### src/rtl/seed_word_io_if.sv
// Word-stream port bundle for seed_word_io: text/key input stream and result output stream.
// With SEED_KEY_CACHE_EN defined the bundle also carries i_fKeyReuse.
interface seed_word_io_if #(
  parameter int unsigned WORD_W = 32
);
  logic              i_Valid;
  logic              o_Ready;
  logic [WORD_W-1:0] i_Data;
  logic              i_fDec;
  logic              o_Valid;
  logic              i_Ready;
  logic [WORD_W-1:0] o_Data;
  logic              o_Last;
`ifdef SEED_KEY_CACHE_EN
  logic              i_fKeyReuse;

  modport slave (
    input  i_Valid, i_Data, i_fDec, i_Ready, i_fKeyReuse,
    output o_Ready, o_Valid, o_Data, o_Last
  );
  modport master (
    output i_Valid, i_Data, i_fDec, i_Ready, i_fKeyReuse,
    input  o_Ready, o_Valid, o_Data, o_Last
  );
`else
  modport slave (
    input  i_Valid, i_Data, i_fDec, i_Ready,
    output o_Ready, o_Valid, o_Data, o_Last
  );
  modport master (
    output i_Valid, i_Data, i_fDec, i_Ready,
    input  o_Ready, o_Valid, o_Data, o_Last
  );
`endif
endinterface

### src/rtl/seed_word_io.sv
// Word-serial front end for the SEED128 core: loads text and key, replays them to the core,
// streams the result out. SEED_KEY_CACHE_EN enables replay of the last loaded key.
module seed_word_io #(
  parameter int unsigned WORD_W = 32
) (
  input  logic           i_Clk,
  input  logic           i_Rst,
  seed_word_io_if.slave  bus,
  output logic           o_Busy,
  output logic [127:0]   o_CoreText,
  output logic           o_CoreStart,
  output logic           o_CoreDec,
  input  logic [127:0]   i_CoreText,
  input  logic           i_CoreDone
);
  localparam int unsigned NWORD = 128 / WORD_W;
  localparam int unsigned CNT_W = (NWORD > 1) ? $clog2(NWORD) : 1;

  typedef enum logic [2:0] {StLdTxt, StLdKey, StStart, StKey, StWait, StOut} state_e;

  state_e             r_state, w_state;
  logic [CNT_W-1:0]   r_cnt, w_cnt;
  logic [127:0]       r_text, w_text;
  logic [127:0]       r_key, w_key;
  logic [127:0]       r_res, w_res;
  logic               r_dec, w_dec;
  logic               w_load, w_accept, w_last_word;
`ifdef SEED_KEY_CACHE_EN
  logic               r_key_vld, w_key_vld;
  logic               r_reuse, w_reuse;
`endif

  always_ff @(posedge i_Clk or negedge i_Rst) begin
    if (!i_Rst) begin
      r_state   <= StLdTxt;
      r_cnt     <= '0;
      r_text    <= '0;
      r_key     <= '0;
      r_res     <= '0;
      r_dec     <= 1'b0;
`ifdef SEED_KEY_CACHE_EN
      r_key_vld <= 1'b0;
      r_reuse   <= 1'b0;
`endif
    end else begin
      r_state   <= w_state;
      r_cnt     <= w_cnt;
      r_text    <= w_text;
      r_key     <= w_key;
      r_res     <= w_res;
      r_dec     <= w_dec;
`ifdef SEED_KEY_CACHE_EN
      r_key_vld <= w_key_vld;
      r_reuse   <= w_reuse;
`endif
    end
  end

  always_comb begin
    w_state     = r_state;
    w_cnt       = r_cnt;
    w_text      = r_text;
    w_key       = r_key;
    w_res       = r_res;
    w_dec       = r_dec;
`ifdef SEED_KEY_CACHE_EN
    w_key_vld   = r_key_vld;
    w_reuse     = r_reuse;
`endif
    w_load      = (r_state == StLdTxt) || (r_state == StLdKey);
    w_accept    = bus.i_Valid && w_load;
    w_last_word = (r_cnt == CNT_W'(NWORD - 1));
    unique case (r_state)
      StLdTxt: begin
        if (w_accept) begin
          w_text = {r_text[127-WORD_W:0], bus.i_Data};
          if (r_cnt == '0) begin
            w_dec = bus.i_fDec;
`ifdef SEED_KEY_CACHE_EN
            w_reuse = bus.i_fKeyReuse;
`endif
          end
          if (w_last_word) begin
            w_cnt   = '0;
            w_state = StLdKey;
`ifdef SEED_KEY_CACHE_EN
            if (w_reuse && r_key_vld) w_state = StStart;
`endif
          end else begin
            w_cnt = r_cnt + 1'b1;
          end
        end
      end
      StLdKey: begin
        if (w_accept) begin
          w_key = {r_key[127-WORD_W:0], bus.i_Data};
          if (w_last_word) begin
            w_cnt   = '0;
            w_state = StStart;
`ifdef SEED_KEY_CACHE_EN
            w_key_vld = 1'b1;
`endif
          end else begin
            w_cnt = r_cnt + 1'b1;
          end
        end
      end
      StStart: w_state = StKey;
      StKey:   w_state = StWait;
      StWait: begin
        if (i_CoreDone) begin
          w_res   = i_CoreText;
          w_cnt   = '0;
          w_state = StOut;
        end
      end
      StOut: begin
        // Result shifts left so the current word always sits in the top slice.
        if (bus.i_Ready) begin
          w_res = {r_res[127-WORD_W:0], {WORD_W{1'b0}}};
          if (w_last_word) begin
            w_cnt   = '0;
            w_state = StLdTxt;
          end else begin
            w_cnt = r_cnt + 1'b1;
          end
        end
      end
      default: w_state = StLdTxt;
    endcase
  end

  always_comb begin
    bus.o_Ready = (r_state == StLdTxt) || (r_state == StLdKey);
    bus.o_Valid = (r_state == StOut);
    bus.o_Data  = r_res[127 -: WORD_W];
    bus.o_Last  = (r_state == StOut) && (r_cnt == CNT_W'(NWORD - 1));
    o_Busy      = (r_state != StLdTxt);
    o_CoreStart = (r_state == StStart);
    o_CoreDec   = r_dec && (r_state != StLdTxt) && (r_state != StLdKey);
    o_CoreText  = '0;
    if (r_state == StStart) o_CoreText = r_text;
    if (r_state == StKey)   o_CoreText = r_key;
  end
endmodule

### src/flat_wrapper.sv
// flat-port wrapper written by rule: the top's interface ports become plain ports
module seed_word_io_flat 
#(
  parameter int unsigned WORD_W = 32
)
  (i_Clk, i_Rst, o_Busy, o_CoreText, o_CoreStart, o_CoreDec, i_CoreText, i_CoreDone, bus_i_Valid, bus_i_Data, bus_i_fDec, bus_i_Ready, bus_o_Ready, bus_o_Valid, bus_o_Data, bus_o_Last);
  seed_word_io_if #(.WORD_W(WORD_W)) bus_i ();
  input  logic i_Clk;
  input  logic i_Rst;
  output logic o_Busy;
  output logic [127:0] o_CoreText;
  output logic o_CoreStart;
  output logic o_CoreDec;
  input  logic [127:0] i_CoreText;
  input  logic i_CoreDone;
  input wire logic [$bits(bus_i.i_Valid)-1:0] bus_i_Valid;
  input wire logic [$bits(bus_i.i_Data)-1:0] bus_i_Data;
  input wire logic [$bits(bus_i.i_fDec)-1:0] bus_i_fDec;
  input wire logic [$bits(bus_i.i_Ready)-1:0] bus_i_Ready;
  output wire logic [$bits(bus_i.o_Ready)-1:0] bus_o_Ready;
  output wire logic [$bits(bus_i.o_Valid)-1:0] bus_o_Valid;
  output wire logic [$bits(bus_i.o_Data)-1:0] bus_o_Data;
  output wire logic [$bits(bus_i.o_Last)-1:0] bus_o_Last;
  assign bus_i.i_Valid = bus_i_Valid;
  assign bus_i.i_Data = bus_i_Data;
  assign bus_i.i_fDec = bus_i_fDec;
  assign bus_i.i_Ready = bus_i_Ready;
  assign bus_o_Ready = bus_i.o_Ready;
  assign bus_o_Valid = bus_i.o_Valid;
  assign bus_o_Data = bus_i.o_Data;
  assign bus_o_Last = bus_i.o_Last;
  seed_word_io #(.WORD_W(WORD_W)) u_core (.i_Clk(i_Clk), .i_Rst(i_Rst), .bus(bus_i), .o_Busy(o_Busy), .o_CoreText(o_CoreText), .o_CoreStart(o_CoreStart), .o_CoreDec(o_CoreDec), .i_CoreText(i_CoreText), .i_CoreDone(i_CoreDone));
endmodule
### config.mk
export PLATFORM = sky130hd
export DESIGN_NAME = seed_word_io_flat
export DESIGN_NICKNAME = d
export VERILOG_FILES = /design/src/rtl/seed_word_io_if.sv /design/src/rtl/seed_word_io.sv /design/src/flat_wrapper.sv
export SDC_FILE = /design/constraint.sdc
export NUM_CORES = 1
export LEC_CHECK = 0
export CAP_MARGIN = 20
export CORE_ASPECT_RATIO = 2
export CORE_MARGIN = 2
export CORE_UTILIZATION = 33
export DETAILED_ROUTE_END_ITERATION = 6
export GPL_ROUTABILITY_DRIVEN = 0
export PLACE_DENSITY_LB_ADDON = 0.12
export SETUP_SLACK_MARGIN = 0.02
export SYNTH_ARGS = -nofsm -noshare
export SYNTH_HDL_FRONTEND = slang
export SYNTH_SLANG_ARGS = --single-unit
export TNS_END_PERCENT = 100
### constraint.sdc
create_clock -name i_Clk -period 3.78 [get_ports i_Clk]
set_input_delay 0.567 -clock i_Clk [delete_from_list [all_inputs] [get_ports i_Clk]]
set_output_delay 0.567 -clock i_Clk [all_outputs]
set_load 0.1 [all_outputs]
# Word-level counts from Yosys, hierarchy flattened
# Index checks and enable logic that the tools add are counted.
classes:
  n_bitwise: 0
  add_sub_neg: 1
  n_mux: 18
  eq_ne: 15
  reduce_logical: 17
  div_mod_pow: 0
  n_lt_le_gt_ge: 0
  shifts: 0
  n_mul: 0
ops:
  columns: ["op", "n"]
  rows:
  - ["128-bit 2-to-1 mux", 4]
  - ["128-bit one-hot mux with 2 select lines", 1]
  - ["3-bit 2-to-1 mux", 7]
  - ["3-bit one-hot mux with 6 select lines", 1]
  - ["2-bit by 1-bit != test with 1-bit output, second input constant", 6]
  - ["2-bit 2-to-1 mux", 4]
  - ["7-bit AND reduction", 1]
  - ["3-bit by 2-bit equality test with 1-bit output, second input constant", 2]
  - ["3-bit equality test, second input constant", 2]
  - ["2-bit one-hot mux with 3 select lines", 1]
  - ["3-bit AND reduction", 2]
  - ["3-bit nonzero test", 2]
  - ["1-bit logical AND", 4]
  - ["2-bit != test, second input constant", 2]
  - ["2-bit AND reduction", 2]
  - ["4-bit AND reduction", 1]
  - ["3-bit by 1-bit equality test with 1-bit output, second input constant", 1]
  - ["3-bit zero test", 1]
  - ["3-bit by 1-bit != test with 1-bit output, second input constant", 1]
  - ["2-bit by 1-bit adder with 2-bit output, second input constant", 1]
  - ["2-bit equality test, second input constant", 1]
  - ["2-bit zero test", 1]
  - ["2-bit nonzero test", 1]
  - ["2-bit OR reduction", 1]
  - ["1-bit logical OR", 1]
word_totals:
  in_bits: 166
  latch_bits: 0
  regBits: 390
  memories: 0
  mem_bits_ro: 0
  mem_bits_rw: 0

# Logic depth before layout (Yosys ltp)
# Gate-level depths: netlist (run 1).
depth:
  word_depth: 5
  mapped_depth: 6
  mapped_depth_nobuf: 4

# Worst setup path after synthesis (run 1)
# No wires, ideal clock.
synth_timing:
  path_kind: "register to output"
  start: "reg u_core.r_state[2]"
  end: "out o_CoreDec"
  path_stages_with_launch: 4
  arrival_time_ps: 2824
  required_ps: 3213
  setup_slack_ps: 389
  path_cell_list: "dfrtp_1 -> buf_2 -> nor2_1 -> nor2b_1"
synth_via:
  elab_chain_len: 3
  word_cells_on_any_way: 4
  cone_classes: "eq/ne: 1; reduce/logical: 3"
synth_lines:
  columns: ["item", "line_no", "source"]
  rows:
  - ["start, declared", "seed_word_io.sv:21", "state_e r_state, w_state;"]
  - ["start signal, assigned", "seed_word_io.sv:35", "r_state <= StLdTxt;"]
  - ["start signal, assigned", "seed_word_io.sv:46", "r_state <= w_state;"]
  - ["3-bit nonzero test", "seed_word_io.sv:140", "o_CoreDec = r_dec && (r_state != StLdTxt) && (r_state != StLdKey);"]
  - ["1-bit logical AND", "seed_word_io.sv:140", null]
  - ["1-bit logical AND *", "seed_word_io.sv:140", null]
  - ["end, declared", "flat_wrapper.sv:13", "output logic o_CoreDec;"]
# Every way passes the cells marked *; elsewhere a longest branch is shown, timed or not.

# Worst setup path after layout (run 1)
layout_timing:
  start: "reg u_core.r_state[0]"
  end: "out o_CoreText[39]"
layout_via:
  elab_chain_len: 3
  word_cells_on_any_way: 4
  cone_classes: "eq/ne: 2; mux: 2"
layout_lines:
  columns: ["item", "line_no", "source"]
  rows:
  - ["3-bit by 2-bit equality test with 1-bit output", "seed_word_io.sv:142", "if (r_state == StStart) o_CoreText = r_text;"]
  - ["128-bit 2-to-1 mux", "seed_word_io.sv:142", null]
  - ["128-bit 2-to-1 mux *", "seed_word_io.sv:143", "if (r_state == StKey) o_CoreText = r_key;"]
  - ["end, declared", "flat_wrapper.sv:11", "output logic [127:0] o_CoreText;"]
# Marked as above.

==> metrics.md, run 1 <==
| Metric | Value |
|---|---|
| Status | finished, final reports clean |
| Syn_area_per_cell | 14.85 sq um |
| Number of global-route vias before repair | roughly 12,000 |
| Max-slew violation count | 0 |
| Hold Crit Class | primary input to async pin |
| Most frequent cells in the layout | mux2_2 (413), dfrtp_1 (389), clkdlybuf4s50_1 (196), a22o_1 (160), buf_4 (98) |
| Pin count of the biggest net entering global routing | ~110 |
| Commonest non-fill, non-tap cell in the layout | mux2_2 |
| Mean routed wirelength per cell | 20.98 microns |
| Warnings, synthesis | 0 |
| Postcts setup bufs | 0 |
| Crit start category | flop |
| Die span in y | ~330 microns |
| Register bit total from synthesis | 390 |
| Worst EP arrival | 2690 ps |
| Post-CTS sizing | 0 |
| Fin area | between 0.02 and 0.025 sq mm |
| Crit path kind | flop to primary output |
| Synthesis-to-finish area growth | 32.77% |
| Period utilization | 0.8603 |
| Detailed Route WL | 44,620 microns |
| LEAKAGE | a little under 10 nW |
| 1st-iter DRT viols | 432 |
| Core Area | 0.05167 sq mm |
| Max Cap Viol | 0 |
| Vias | 10,650 |
| Die X | 165.3 microns |
| Syn Inst Count | 1,157 |
| Multi-input logic area | 0.006745 sq mm |
| Worst-case clock buffer depth | 3 |
| Clock Tree Root | clkbuf_16 |
| Clock sink total | 390 |
| DP HPWL | 30,330 microns |
| Worst-Margin Slew | 1039 ps |
| FFs w/ async S/R, synth | 1.000 |
| Final hold vios | 0 |
| Slew HR | 0.3050 |
| First-pass GRT wire length | 69,710 microns |
| Via/cell ratio | 5.006 |
| Clock Latency Late Sink | 550 ps |
| R2r startpoint | u_core.r_state[0] |
| Most used DFF post-synth | dfrtp_1 |
| Worst-path clk slew | 70 ps |
| Crit end category | primary output |
| # setup viols final | 0 |
| I/O pin cnt | 332 |
| Synth Cell Area | between 0.015 and 0.02 sq mm |
| Std-Cell Rows | 118 |
| Antenna fix cells | 0 |
| Pwr dens | 924.2 mW/mm^2 |
| Initial antenna violation count | 3 |
| Synth unique cells | 33 |
| RSZ-0062 raised after global routing | false |
| Maximum VDD drop | about 640 uV |
| Routed Antenna Nets | 0 |
| Critical Path RT | about 3200 ps |
| Total GRT Usage | 0.1666 |
| Die area | around 0.054 sq mm |
| H-Tree Depth | 2 |
| FMAX | 0.3075 GHz |
| Post-synth EDFFs | 0 |
| CTS tree | done |
| Share of layout cells above drive strength 1 | 0.4444 |
| Setup Skew | 13.32 ps |
| Seq/Total Area, Yosys | 0.5681 |
| CP max FO | 33 |
| Setup TNS | 0 ps |
| CP startpoint | u_core.r_state[0] |
| Synthesized Nets | 1,325 |
| Clock period minus worst slack | 3252 ps |
| Num CTS Buffers | 38 |
| Placed inst area | 0.02138 sq mm |
| Nets | 1,606 |
| Register Area | just under 0.01 sq mm |
| Drt first pass iters | 4 |
| Hold Buf Count CTS | 0 |
| Fillers | approximately 4,800 |
| DRC viols | 0 |
| PortBufs | 331 |
| Starting Density | 0.3325 |
| GRT overflow | 0 |
## registers in the layout, summed over array words and instances (netlist names)
name / flops
u_core.r_key: 128
u_core.r_res: 128
u_core.r_text: 128
u_core.r_state: 3
u_core.r_cnt: 2
u_core.r_dec: 1
## critical path, stage by stage (launching register included)
cell and delay, ps:
dfrtp_4 630, nor3b_4 480, buf_4 450, a22o_1 260, buf_4 310
## where the power goes
part | internal, mW | switching (mW) | total (mW)
clock | 2.67 | 1.70 | 4.37
sequential | 6.26 | 1.40 | 7.66
combinational | 3.96 | 5.09 | 9.05
total | 12.9 | 8.20 | 21.1
## path summary, 6_finish.rpt
kind	cells past startpoint	slack, ps	endpoint
worst max-delay path	4	530	o_CoreText[39]
worst min-delay path	1	10	u_core.r_text[122]
worst max register to register	5	1140	u_core.r_res[90]
worst min register to register	1	480	u_core.r_res[50]
max in group asynchronous	2	2610	u_core.r_key[32]
min in group i_Clk	1	480	u_core.r_res[50]
## per-stage QoR
step                      utilization  power [mW]  hold slack [ps]  cells  setup WS [ps]
after global routing           0.4414       22.24            91.20   2127          341.7
after detailed placement       0.4137       16.93            472.9   2058           1017
after CTS                      0.4414       21.42            82.45   2127          423.2
final                          0.4414       21.08            12.84   2127          527.9
after floorplan                     -       14.63            271.4   1157          389.1
after global placement         0.4137       16.74            461.8   2058           1084
## cells by family after synthesis
group	count (synthesis)	synth area share
DFF	390	0.5681
AOI/OAI and AO/OA	169	0.08499
adders and majority gates	2	0.001456
and+or+nand+nor	21	0.008156
muxes	452	0.2961
buffers and inverters	123	0.04122
## final cells by class
type,instances,share of cell area
Clock buffer,50,0.04810
Clock inverter,19,0.01465
Inverter,3,0.0004937
Multi-Input combinational cell,644,0.2957
Sequential cell,390,0.4280
Tap cell,660,0.03620
Timing Repair Buffer,361,0.1768
## cell usage after synthesis, drive strengths merged, types with 3 or more instances
cell	n	area share
clkbuf	22	0.0048
and3	3	0.0011
buf	98	0.036
nor2	3	0.00066
nor3	3	0.0012
dfrtp	390	0.57
inv	3	0.00066
a22o	160	0.082
mux2	450	0.29
## per-layer routing
| metal | vias up | global-route usage | share of wire |
|---|---|---|---|
| li1 | 4795 | - | - |
| met1 | 5477 | 0.1968 | 0.39 |
| met2 | 314 | 0.2895 | 0.51 |
| met3 | 56 | 0.05091 | 0.077 |
| met5 | - | 0 | 0.00085 |
| met4 | 6 | 0.04779 | 0.022 |
Note: power is estimated with default switching activity, not from simulation.
==> run 2: changes to the inputs <==
--- a/config.mk
+++ b/config.mk
@@ -7,12 +7,13 @@
 export LEC_CHECK = 0
 export CAP_MARGIN = 20
 export CORE_ASPECT_RATIO = 2
-export CORE_MARGIN = 2
+export CORE_MARGIN = 1.5
 export CORE_UTILIZATION = 33
 export DETAILED_ROUTE_END_ITERATION = 6
 export GPL_ROUTABILITY_DRIVEN = 0
 export PLACE_DENSITY_LB_ADDON = 0.12
 export SETUP_SLACK_MARGIN = 0.02
+export SLEW_MARGIN = 20
 export SYNTH_ARGS = -nofsm -noshare
 export SYNTH_HDL_FRONTEND = slang
 export SYNTH_SLANG_ARGS = --single-unit
==> run 2 against run 1 <==
Design area decreased by 1.9%. Sequential cell count unchanged. Cell count increased by 0.24%. Critical path depth unchanged. Die area decreased by 0.91%. Routed wire length increased by 0.84%.
==> metrics.md, run 2 (synthesized netlist as in run 1, its figures left out) <==
| Metric | Value |
|---|---|
| Most frequent cells in the layout | mux2_2 (413), dfrtp_1 (389), clkdlybuf4s50_1 (196), a22o_1 (160), buf_4 (130) |
| Starting Density | 0.3325 |
| Clk pwr share | 0.200 |
| Synthesis-to-finish area growth | 30.22% |
| PortBufs | 331 |
| Register Area | just under 0.01 sq mm |
| Internal Power | ~13 mW |
| 1st-iter DRT viols | 501 |
| GRT overflow | 0 |
| Post-layout util | 0.4329 |
| Crit start category | flop |
| First-pass GRT wire length | approximately 70,000 microns |
| Clock sink total | 390 |
| Clock Tree Root | clkbuf_16 |
| Std-Cell Rows | around 120 |
| Hold Crit Class | primary input to async pin |
| Drt first pass iters | 4 |
| Clock Latency Late Sink | 560 ps |
| Maximum VDD drop | 554.2 uV |
| FF-to-FF End | u_core.r_res[63] |
| Hold Buf Count CTS | 0 |
| CTS tree | done |
| Worst-Margin Slew | about 1000 ps |
| Critical path, cell by cell | and3_4 > buf_4 > a22o_1 > buf_4 |
| Most used cell, CP | buf_4 |
| Post-CTS sizing | 0 |
| Number of global-route vias before repair | 11,660 |
| Worst EP arrival | a little under 3000 ps |
| Critical Path RT | 3210 ps |
| Slew HR | 0.3037 |
| H-Tree Depth | 2 |
| Nets | 1,609 |
| Top Registers | u_core.r_key (128), u_core.r_res (128), u_core.r_text (128) |
| Max Cap Viol | 0 |
| Worst-case clock buffer depth | 3 |
| # setup viols final | 0 |
| Total GRT Usage | 0.1708 |
| Seq pwr share | 0.374 |
| Pin count of the biggest net entering global routing | 97 |
| Worst-path clk slew | 60 ps |
| Via/cell ratio | 4.965 |
| I/O pin cnt | 332 |
| Combinational power share | 0.426 |
| Period utilization | 0.9166 |
| FF-to-FF setup slack | 1200 ps |
| DRC viols | 0 |
| Postcts setup bufs | 0 |
| Die area | 0.05352 sq mm |
| Fin area | between 0.02 and 0.025 sq mm |
| Die span in y | 325.7 microns |
| Setup TNS | 0 ps |
| Fillers | 4,828 |
| LEAKAGE | approximately 9.7 nW |
| Setup Skew | around 29 ps |
| Clock period minus worst slack | 3465 ps |
| Crit path kind | flop to primary output |
| DP HPWL | approximately 30,000 microns |
| Pwr dens | 929.3 mW/mm^2 |
| Die X | 164.3 microns |
| P_sw | 8.253 mW |
| Crit end category | primary output |
| Max-slew violation count | 0 |
| Initial antenna violation count | 4 |
| RSZ-0062 raised after global routing | false |
| Final hold vios | 0 |
| R2R depth | 3 |
| Max incr delay on CP | 800 ps |
| Commonest non-fill, non-tap cell in the layout | mux2_2 |
| Share of layout cells above drive strength 1 | 0.4432 |
| Num CTS Buffers | 40 |
| Routed Antenna Nets | 0 |
| Vias | 10,590 |
| Detailed Route WL | 45,000 microns |
| FMAX | 0.2886 GHz |
| CP max FO | 42 |
| Status | finished, final reports clean |
| Mean routed wirelength per cell | 21.11 microns |
| Multi-input logic area | 0.006745 sq mm |
| Sw frac | 0.3970 |
| CP max stage cell | dfrtp_4 |
| Core Area | 0.05167 sq mm |
| Placed inst area | 0.02100 sq mm |
| R2r startpoint | u_core.r_state[0] |
==> run 2: changes by cell type in the layout (fill, tap and decap cells not counted), sizes merged <==
cell	delta
bufinv	-5
inv	-1
diode	+1
clkinv	+2
buf	+1
clkinvlp	+1
clkbuf	+6
==> run 2: worst max-delay path by stage <==
stage                 startpoint         endpoint  slack [ps]
2_1_floorplan  u_core.r_state[2]        o_CoreDec         390
3_3_place_gp   u_core.r_state[0]  o_CoreText[105]         880
3_5_place_dp   u_core.r_state[0]   o_CoreText[73]         840
4_1_cts        u_core.r_state[0]   o_CoreText[72]         190
5_1_grt        u_core.r_state[0]   o_CoreText[72]         130
6_report       u_core.r_state[0]  o_CoreText[126]         320
==> run 2: layout make-up <==
class / instances / area share
sequential: 390 / 0.4364
multi-input combinational: 644 / 0.3015
timing repair buffer: 362 / 0.1633
clock buffer: 56 / 0.05246
tap: 660 / 0.03691
clock inverter: 16 / 0.008781
inverter: 3 / 0.0005034
antenna: 1 / 0.0001119
==> run 2: stage by stage <==
| step | total power, mW | hold WS, ps | cells | setup slack [ps] |
|---|---|---|---|---|
| 2_1_floorplan | 14.63 | 271.4 | 1157 | 389.1 |
| 3_5_place_dp | 16.84 | 471.4 | 2059 | 843.5 |
| 6_report | 20.79 | 4.288 | 2132 | 315.3 |
| 5_1_grt | 21.93 | 46.53 | 2131 | 129.9 |
| 3_3_place_gp | 16.69 | 463.2 | 2059 | 877.4 |
| 4_1_cts | 21.13 | 43.92 | 2131 | 185.1 |
==> run 2: power groups by stage <==
stage	registers (mW)	logic, mW	clock network [mW]
2_1_floorplan	7.15	7.47	0
3_3_place_gp	7.85	8.84	0
3_5_place_dp	7.86	8.98	0
4_1_cts	7.81	8.99	4.33
5_1_grt	8.08	9.38	4.47
6_report	7.77	8.86	4.16
==> run 2: critical path, delay by kind of cell (launching register included) <==
family | cells | cell delay, ps
DFF | 1 | 800
buffers and inverters | 2 | 730
and+or+nand+nor | 1 | 520
AOI/OAI and AO/OA | 1 | 250
==> run 2: metal layers <==
metal	up-vias	routed length, microns	track usage	part of all wire
met5	-	52	0	0.0012
met4	8	982	0.05198	0.022
met3	58	3399	0.05144	0.076
met2	310	22590	0.2944	0.50
met1	5394	17980	0.2015	0.40
li1	4816	-	-	-
==> run 3: changes to the inputs <==
--- a/config.mk
+++ b/config.mk
@@ -13,6 +13,7 @@
 export GPL_ROUTABILITY_DRIVEN = 0
 export PLACE_DENSITY_LB_ADDON = 0.12
 export SETUP_SLACK_MARGIN = 0.02
+export SKIP_CTS_REPAIR_TIMING = 1
 export SLEW_MARGIN = 20
 export SYNTH_ARGS = -nofsm -noshare
 export SYNTH_HDL_FRONTEND = slang
==> results of run 3 <==
Final layout, timing and power as in run 2 (identical DEF).
